$ cat src/rtl/acc_addsub_pkg.sv
// Shared definitions for the add/subtract/accumulate unit: beat modes and the
// accepted-beat counter that sticks at its maximum.
package acc_addsub_pkg;

  typedef enum logic [1:0] {
    MODE_ADD = 2'd0,
    MODE_SUB = 2'd1,
    MODE_ACC = 2'd2,
    MODE_CLR = 2'd3
  } mode_e;

  localparam int OPS_WIDTH = 8;
  localparam logic [OPS_WIDTH-1:0] OPS_MAX = OPS_WIDTH'(255);

  function automatic logic [OPS_WIDTH-1:0] ops_inc(input logic [OPS_WIDTH-1:0] n);
    return (n == OPS_MAX) ? n : n + OPS_WIDTH'(1);
  endfunction

endpackage

$ cat src/rtl/acc_addsub_unit_if.sv
// Operand/result bus of acc_addsub_unit: valid/ready input beat and a
// valid/ready output stage carrying result, accumulator, flag and beat count.
interface acc_addsub_unit_if
  import acc_addsub_pkg::*;
#(
  parameter int WIDTH     = 8,
  parameter int ACC_WIDTH = 16
);
  logic                 in_valid;
  logic                 in_ready;
  logic [WIDTH-1:0]     a;
  logic [WIDTH-1:0]     b;
  mode_e                mode;
  logic                 out_valid;
  logic                 out_ready;
  logic [WIDTH-1:0]     result;
  logic [ACC_WIDTH-1:0] acc;
  logic                 flag_c;
  logic [OPS_WIDTH-1:0] ops;

  modport master (
    output in_valid, a, b, mode, out_ready,
    input  in_ready, out_valid, result, acc, flag_c, ops
  );

  modport slave (
    input  in_valid, a, b, mode, out_ready,
    output in_ready, out_valid, result, acc, flag_c, ops
  );
endinterface

$ cat src/rtl/sat_addsub.sv
// Combinational W-bit unsigned add/subtract with carry/borrow flag and an
// optional clamp to all-ones (add overflow) or zero (subtract underflow).
module sat_addsub #(
  parameter int W        = 8,
  parameter int SATURATE = 1
) (
  input  logic [W-1:0] x,
  input  logic [W-1:0] y,
  input  logic         sub,
  output logic [W-1:0] sum,
  output logic         flag
);
  logic [W:0] raw;

  // NOTE: every output gets a value before any branch so no latch is inferred.
  always_comb begin
    raw  = sub ? ({1'b0, x} - {1'b0, y}) : ({1'b0, x} + {1'b0, y});
    flag = raw[W];
    sum  = raw[W-1:0];
    if ((SATURATE != 0) && flag) begin
      sum = sub ? '0 : '1;
    end
  end
endmodule

$ cat src/rtl/acc_addsub_unit.sv
// Add/subtract/accumulate unit with a single registered valid/ready output
// stage; holds result, acc and flag while the consumer stalls.
module acc_addsub_unit
  import acc_addsub_pkg::*;
#(
  parameter int WIDTH     = 8,
  parameter int ACC_WIDTH = 16,
  parameter int SATURATE  = 1
) (
  input logic              clk,
  input logic              rst,
  acc_addsub_unit_if.slave bus
);
  logic                 out_valid_q;
  logic [WIDTH-1:0]     result_q, result_d;
  logic [ACC_WIDTH-1:0] acc_q, acc_d;
  logic                 flag_q, flag_d;
  logic [OPS_WIDTH-1:0] ops_q;
  logic                 in_ready;
  logic                 accept;

  logic [WIDTH-1:0]     op_sum;
  logic                 op_flag;
  logic [ACC_WIDTH-1:0] acc_sum;
  logic                 acc_flag;

  // Ready is not gated by rst; a beat accepted during reset is simply dropped.
  assign in_ready = !out_valid_q || bus.out_ready;
  assign accept   = bus.in_valid && in_ready;

  sat_addsub #(.W(WIDTH), .SATURATE(SATURATE)) u_op (
    .x    (bus.a),
    .y    (bus.b),
    .sub  (bus.mode == MODE_SUB),
    .sum  (op_sum),
    .flag (op_flag)
  );

  sat_addsub #(.W(ACC_WIDTH), .SATURATE(SATURATE)) u_acc (
    .x    (ACC_WIDTH'(bus.a)),
    .y    (acc_q),
    .sub  (1'b0),
    .sum  (acc_sum),
    .flag (acc_flag)
  );

  always_comb begin
    result_d = op_sum;
    acc_d    = acc_q;
    flag_d   = op_flag;
    case (bus.mode)
      MODE_ACC: begin
        acc_d    = acc_sum;
        flag_d   = acc_flag;
        result_d = acc_sum[WIDTH-1:0];
      end
      MODE_CLR: begin
        acc_d    = '0;
        result_d = '0;
        flag_d   = 1'b0;
      end
      default: ;
    endcase
  end

  // NOTE: state registers use non-blocking assignments so every flop samples
  // the pre-edge values regardless of statement order.
  always_ff @(posedge clk) begin
    if (rst) begin
      out_valid_q <= 1'b0;
      result_q    <= '0;
      acc_q       <= '0;
      flag_q      <= 1'b0;
      ops_q       <= '0;
    end else if (accept) begin
      out_valid_q <= 1'b1;
      result_q    <= result_d;
      acc_q       <= acc_d;
      flag_q      <= flag_d;
      ops_q       <= ops_inc(ops_q);
    end else if (bus.out_ready) begin
      out_valid_q <= 1'b0;
    end
  end

  assign bus.in_ready  = in_ready;
  assign bus.out_valid = out_valid_q;
  assign bus.result    = result_q;
  assign bus.acc       = acc_q;
  assign bus.flag_c    = flag_q;
  assign bus.ops       = ops_q;
endmodule

$ cat src/flat_wrapper.sv
// flat-port wrapper written by rule: the top's interface ports become plain ports
module acc_addsub_unit_flat import acc_addsub_pkg::*;
#(
  parameter int WIDTH     = 8,
  parameter int ACC_WIDTH = 16,
  parameter int SATURATE  = 1
)
  (clk, rst, bus_in_valid, bus_a, bus_b, bus_mode, bus_out_ready, bus_in_ready, bus_out_valid, bus_result, bus_acc, bus_flag_c, bus_ops);
  acc_addsub_unit_if #(.WIDTH(WIDTH), .ACC_WIDTH(ACC_WIDTH)) bus_i ();
  input logic clk;
  input logic rst;
  input wire logic [$bits(bus_i.in_valid)-1:0] bus_in_valid;
  input wire logic [$bits(bus_i.a)-1:0] bus_a;
  input wire logic [$bits(bus_i.b)-1:0] bus_b;
  input wire logic [$bits(bus_i.mode)-1:0] bus_mode;
  input wire logic [$bits(bus_i.out_ready)-1:0] bus_out_ready;
  output wire logic [$bits(bus_i.in_ready)-1:0] bus_in_ready;
  output wire logic [$bits(bus_i.out_valid)-1:0] bus_out_valid;
  output wire logic [$bits(bus_i.result)-1:0] bus_result;
  output wire logic [$bits(bus_i.acc)-1:0] bus_acc;
  output wire logic [$bits(bus_i.flag_c)-1:0] bus_flag_c;
  output wire logic [$bits(bus_i.ops)-1:0] bus_ops;
  assign bus_i.in_valid = bus_in_valid;
  assign bus_i.a = bus_a;
  assign bus_i.b = bus_b;
  assign bus_i.mode = bus_mode;
  assign bus_i.out_ready = bus_out_ready;
  assign bus_in_ready = bus_i.in_ready;
  assign bus_out_valid = bus_i.out_valid;
  assign bus_result = bus_i.result;
  assign bus_acc = bus_i.acc;
  assign bus_flag_c = bus_i.flag_c;
  assign bus_ops = bus_i.ops;
  acc_addsub_unit #(.WIDTH(WIDTH), .ACC_WIDTH(ACC_WIDTH), .SATURATE(SATURATE)) u_core (.clk(clk), .rst(rst), .bus(bus_i));
endmodule
$ cat config.mk
export PLATFORM = sky130hd
export DESIGN_NAME = acc_addsub_unit_flat
export DESIGN_NICKNAME = d
export VERILOG_FILES = /design/src/rtl/acc_addsub_pkg.sv /design/src/rtl/acc_addsub_unit_if.sv /design/src/rtl/sat_addsub.sv /design/src/rtl/acc_addsub_unit.sv /design/src/flat_wrapper.sv
export SDC_FILE = /design/constraint.sdc
export NUM_CORES = 1
export LEC_CHECK = 0
export CORE_MARGIN = 2
export CORE_UTILIZATION = 47
export CTS_BUF_LIST = sky130_fd_sc_hd__clkbuf_2 sky130_fd_sc_hd__clkbuf_4 sky130_fd_sc_hd__clkbuf_8
export CTS_CLUSTER_DIAMETER = 60
export DETAILED_ROUTE_END_ITERATION = 10
export GPL_ROUTABILITY_DRIVEN = 0
export GPL_TIMING_DRIVEN = 0
export PLACE_DENSITY = 0.79
export SETUP_SLACK_MARGIN = 0.3
export SYNTH_ARGS = -nofsm -noshare
export SYNTH_HDL_FRONTEND = slang
export SYNTH_SLANG_ARGS = --single-unit
export TNS_END_PERCENT = 20
$ cat constraint.sdc
create_clock -name clk -period 2.8 [get_ports clk]
set_input_delay 0.28 -clock clk [delete_from_list [all_inputs] [get_ports clk]]
set_output_delay 0.28 -clock clk [all_outputs]
set_load 0.05 [all_outputs]
==> impl_results.md <==
- Avg Inst Size Synth: ~8 µm²
- Placed Area: 3130 µm²
- Antenna-violating nets left: 0
- Worst Skew: 0.00866 ns
- Post-synth top flop: dfxtp_1
- Yosys warns: 0
- Worst Path Arrival: 2.66 ns
- Max Fanout on Critical Path: 9
- Final hold violations: 0
- Ports: 57
- Die Y-Extent: 76.3 µm
- EDFF count, synth: 0
- DRT Pass-1 Iters: 4
- Power, Total: 1.64 mW
- Pint: approximately 1.1 mW
- Yosys reg bits: 34
- Mapped Cells: 307
- Die area: a little under 6000 µm²
- Core box area: 5070 µm²
- Register area share after synthesis: 27.7%
- Pleak: between 1 and 1.5 nW
- Minimum clock period: 2.46 ns
- TritonCTS clock tree: done
- Worst-Skew Late Latency: 0.29 ns
- GRT overflow: 0
- Filler cell count: a little under 400
- Kind of critical path: in2reg
- Storage element area: 681 µm²
- Largest net degree at the start of global routing: 12
- Die X: about 76 µm
- Clk slew on worst S/H paths: roughly 0.070 ns
- CTS Buf Count: 5
- Post-DR wirelength/cell: about 16 µm
- Clock root cell: clkbuf_8
- Comb power frac: 33.1%
- Violation count after the first detailed-route iteration: 173
- Ys async rst share: 0%
- Port Buf Inserts: 55
- Residual DRC: 0
- Slew Limit Fails: 0
- Worst setup SP type: input pin
- FP Rows: 26
- Mapped Nets: 349
- Period utilization: between 80% and 90%
- Clock Path Buffers: 2
- Pwr/cell area: 470 nW/µm²
- CTS hold repair buffers: 0
- Area Overhead vs Synth: 42.1%
- Antenna diode count: 0
- Switching pwr: 0.518 mW
- DRT Wirelength: approximately 7 mm
- Multi-input gate area: around 1800 µm²
- Setup_tns: 0 ns
- Synth Cell Area: 2450 µm²
- Slew margin rel.: around 60%
- Sw Ratio: 31.6%
- Max rail drop VDD: roughly 370 µV
- Max-cap violation count: 0
- Final setup violation count: 0
- Clock sink count: 34
- F_max: around 0.4 GHz
- Layout cell share with drive strength beyond 1: 17.8%
- Worst-Margin Slew: 0.616 ns
- CTS H-tree depth: 2
- Count of cell types in the netlist: 54
- Clk network pwr share: about a third
- Initial Utilization: 48.4%
- CP endpoint kind: register
- Nets: 429
- Via-to-Cell Ratio: 5.77
- RSZ-0062 raised after global routing: yes
- GRT Overall Usage: 24.1%
- First-pass GRT wire length: 11.5 mm
- Hold crit path type: in2reg
- Final Util: 68.7%
- DR vias: 2,644
- Outcome: finished, final reports clean
- Critical Path RT: 3.00 ns
- Sequential power share: approximately a third
- Finished layout cell area: 3490 µm²
- Vias in the first global route: 2,540
- Initial antenna violation count: 0
- Post-DP HPWL: roughly 5 mm
[stage by stage]
stage | cells | setup WS, ns | hold slack, ns
after floorplan | 307 | 0.303 | 0.409
after global placement | 432 | -0.408 | 0.468
after detailed placement | 432 | -0.431 | 0.473
after CTS | 448 | 0.312 | 0.335
after global routing | 458 | 0.237 | 0.345
final | 458 | 0.336 | 0.342
[cells in the mapped netlist (all sizes together) (2+ instances only)]
| library cell | instances | area share [%] |
|---|---|---|
| nand2b | 7 | 1.8 |
| fa | 2 | 1.6 |
| a41oi | 2 | 0.71 |
| nand3 | 15 | 3.1 |
| nor2 | 28 | 4.4 |
| nor3b | 5 | 1.5 |
| nand4 | 4 | 1.0 |
| and3 | 3 | 0.76 |
| o32a | 2 | 0.82 |
| inv | 14 | 2.1 |
| ha | 18 | 9.2 |
| or2 | 2 | 0.51 |
| xnor2 | 14 | 5.3 |
| o2111ai | 2 | 0.71 |
| a21boi | 4 | 1.2 |
| a2111oi | 2 | 0.71 |
| nor3 | 14 | 2.9 |
| a31oi | 7 | 1.8 |
| dfxtp | 34 | 28 |
| buf | 3 | 1.1 |
| o211ai | 8 | 2.4 |
| o21a | 2 | 0.61 |
| o221ai | 2 | 0.71 |
| a31o | 3 | 1.1 |
| clkbuf | 7 | 1.2 |
| a211oi | 6 | 1.8 |
| xor2 | 8 | 2.9 |
| a21oi | 25 | 5.1 |
| o21ai | 19 | 4.0 |
| a21o | 2 | 0.61 |
| nand2 | 23 | 3.6 |
| and2 | 3 | 0.76 |
| or3 | 2 | 0.51 |
| nor4 | 3 | 1.4 |
[cells by family (layout without fill, tap and decap cells)]
| family | after synthesis | in the layout | synth area share, % |
|---|---|---|---|
| buffers and inverters | 24 | 105 | 4.38 |
| XOR/XNOR | 22 | 22 | 8.16 |
| AND/OR/NAND/NOR | 113 | 113 | 23.5 |
| multiplexers | 2 | 2 | 0.866 |
| flip-flops | 34 | 34 | 27.7 |
| AO/OA/AOI/OAI | 92 | 92 | 24.5 |
| adder cells (fa/ha/maj) | 20 | 20 | 10.8 |
[power by group through the flow]
stage	Combinational (mW)	Clock, mW	Sequential (mW)
2_1_floorplan	0.244	0	0.618
3_3_place_gp	0.466	0	0.537
3_5_place_dp	0.471	0	0.536
4_1_cts	0.507	0.571	0.526
5_1_grt	0.584	0.590	0.530
6_report	0.543	0.570	0.527
[metal layers]
metal | vias up | track usage [%] | share of wire, %
met1 | 1241 | 30.9 | 43
li1 | 1293 | - | -
met4 | 0 | 9.82 | 2.6
met3 | 19 | 4.03 | 6.1
met5 | - | 0 | 0
met2 | 91 | 40.3 | 48
[layout make-up]
| type | instances | area share (%) |
|---|---|---|
| multi-input combinational | 249 | 51.1 |
| sequential | 34 | 19.5 |
| timing repair buffer | 73 | 19.2 |
| tap | 70 | 2.51 |
| clock buffer | 6 | 2.37 |
| buffer | 10 | 2.04 |
| clock inverter | 2 | 1.72 |
| inverter | 14 | 1.58 |
[cell usage in the layout (no fill, tap or decap), types with 12 or more instances in the layout]
master	count
a21oi_1	22
buf_4	18
clkdlybuf4s50_1	46
dfxtp_1	34
ha_1	17
inv_1	12
nand2_1	22
nand3_1	15
nor2_1	27
nor3_1	12
o21ai_0	14
xnor2_1	13
[flip-flops by register name (all words and copies together) (netlist names)]
signal                cells
u_core.bus.flag_c         1
u_core.bus.out_valid      1
u_core.bus.acc           16
u_core.bus.result         8
u_core.bus.ops            8
[path summary, 6_finish.rpt]
| check | from | endpoint | slack, ns | depth (start not counted) |
|---|---|---|---|---|
| setup / recovery | bus_a[7] | u_core.bus.result[4] | 0.34 | 9 |
| hold / removal | bus_mode[0] | u_core.bus.acc[11] | 0.34 | 3 |
| setup reg to reg | u_core.bus.acc[6] | u_core.bus.result[4] | 0.44 | 8 |
| hold reg to reg | u_core.bus.acc[4] | u_core.bus.acc[4] | 0.48 | 2 |
[worst max-delay path, cell delays in order]
cell             delay (ns)
clkdlybuf4s50_1        0.46
ha_1                   0.40
nor2_1                 0.09
or4_4                  0.53
nor4_4                 0.21
buf_4                  0.20
o21ai_1                0.10
a21boi_0               0.17
o221ai_1               0.20
[timing repair]
action                                 in CTS  in global routing
cloned                                      0                  0
buffers inserted                            8                 10
pin swaps                                   8                 16
endpoints found under the hold margin       0                  0
gates resized for setup                    24                 31
setup endpoints to repair                   9                 13
No activity file was read; power rests on OpenSTA's default activity.
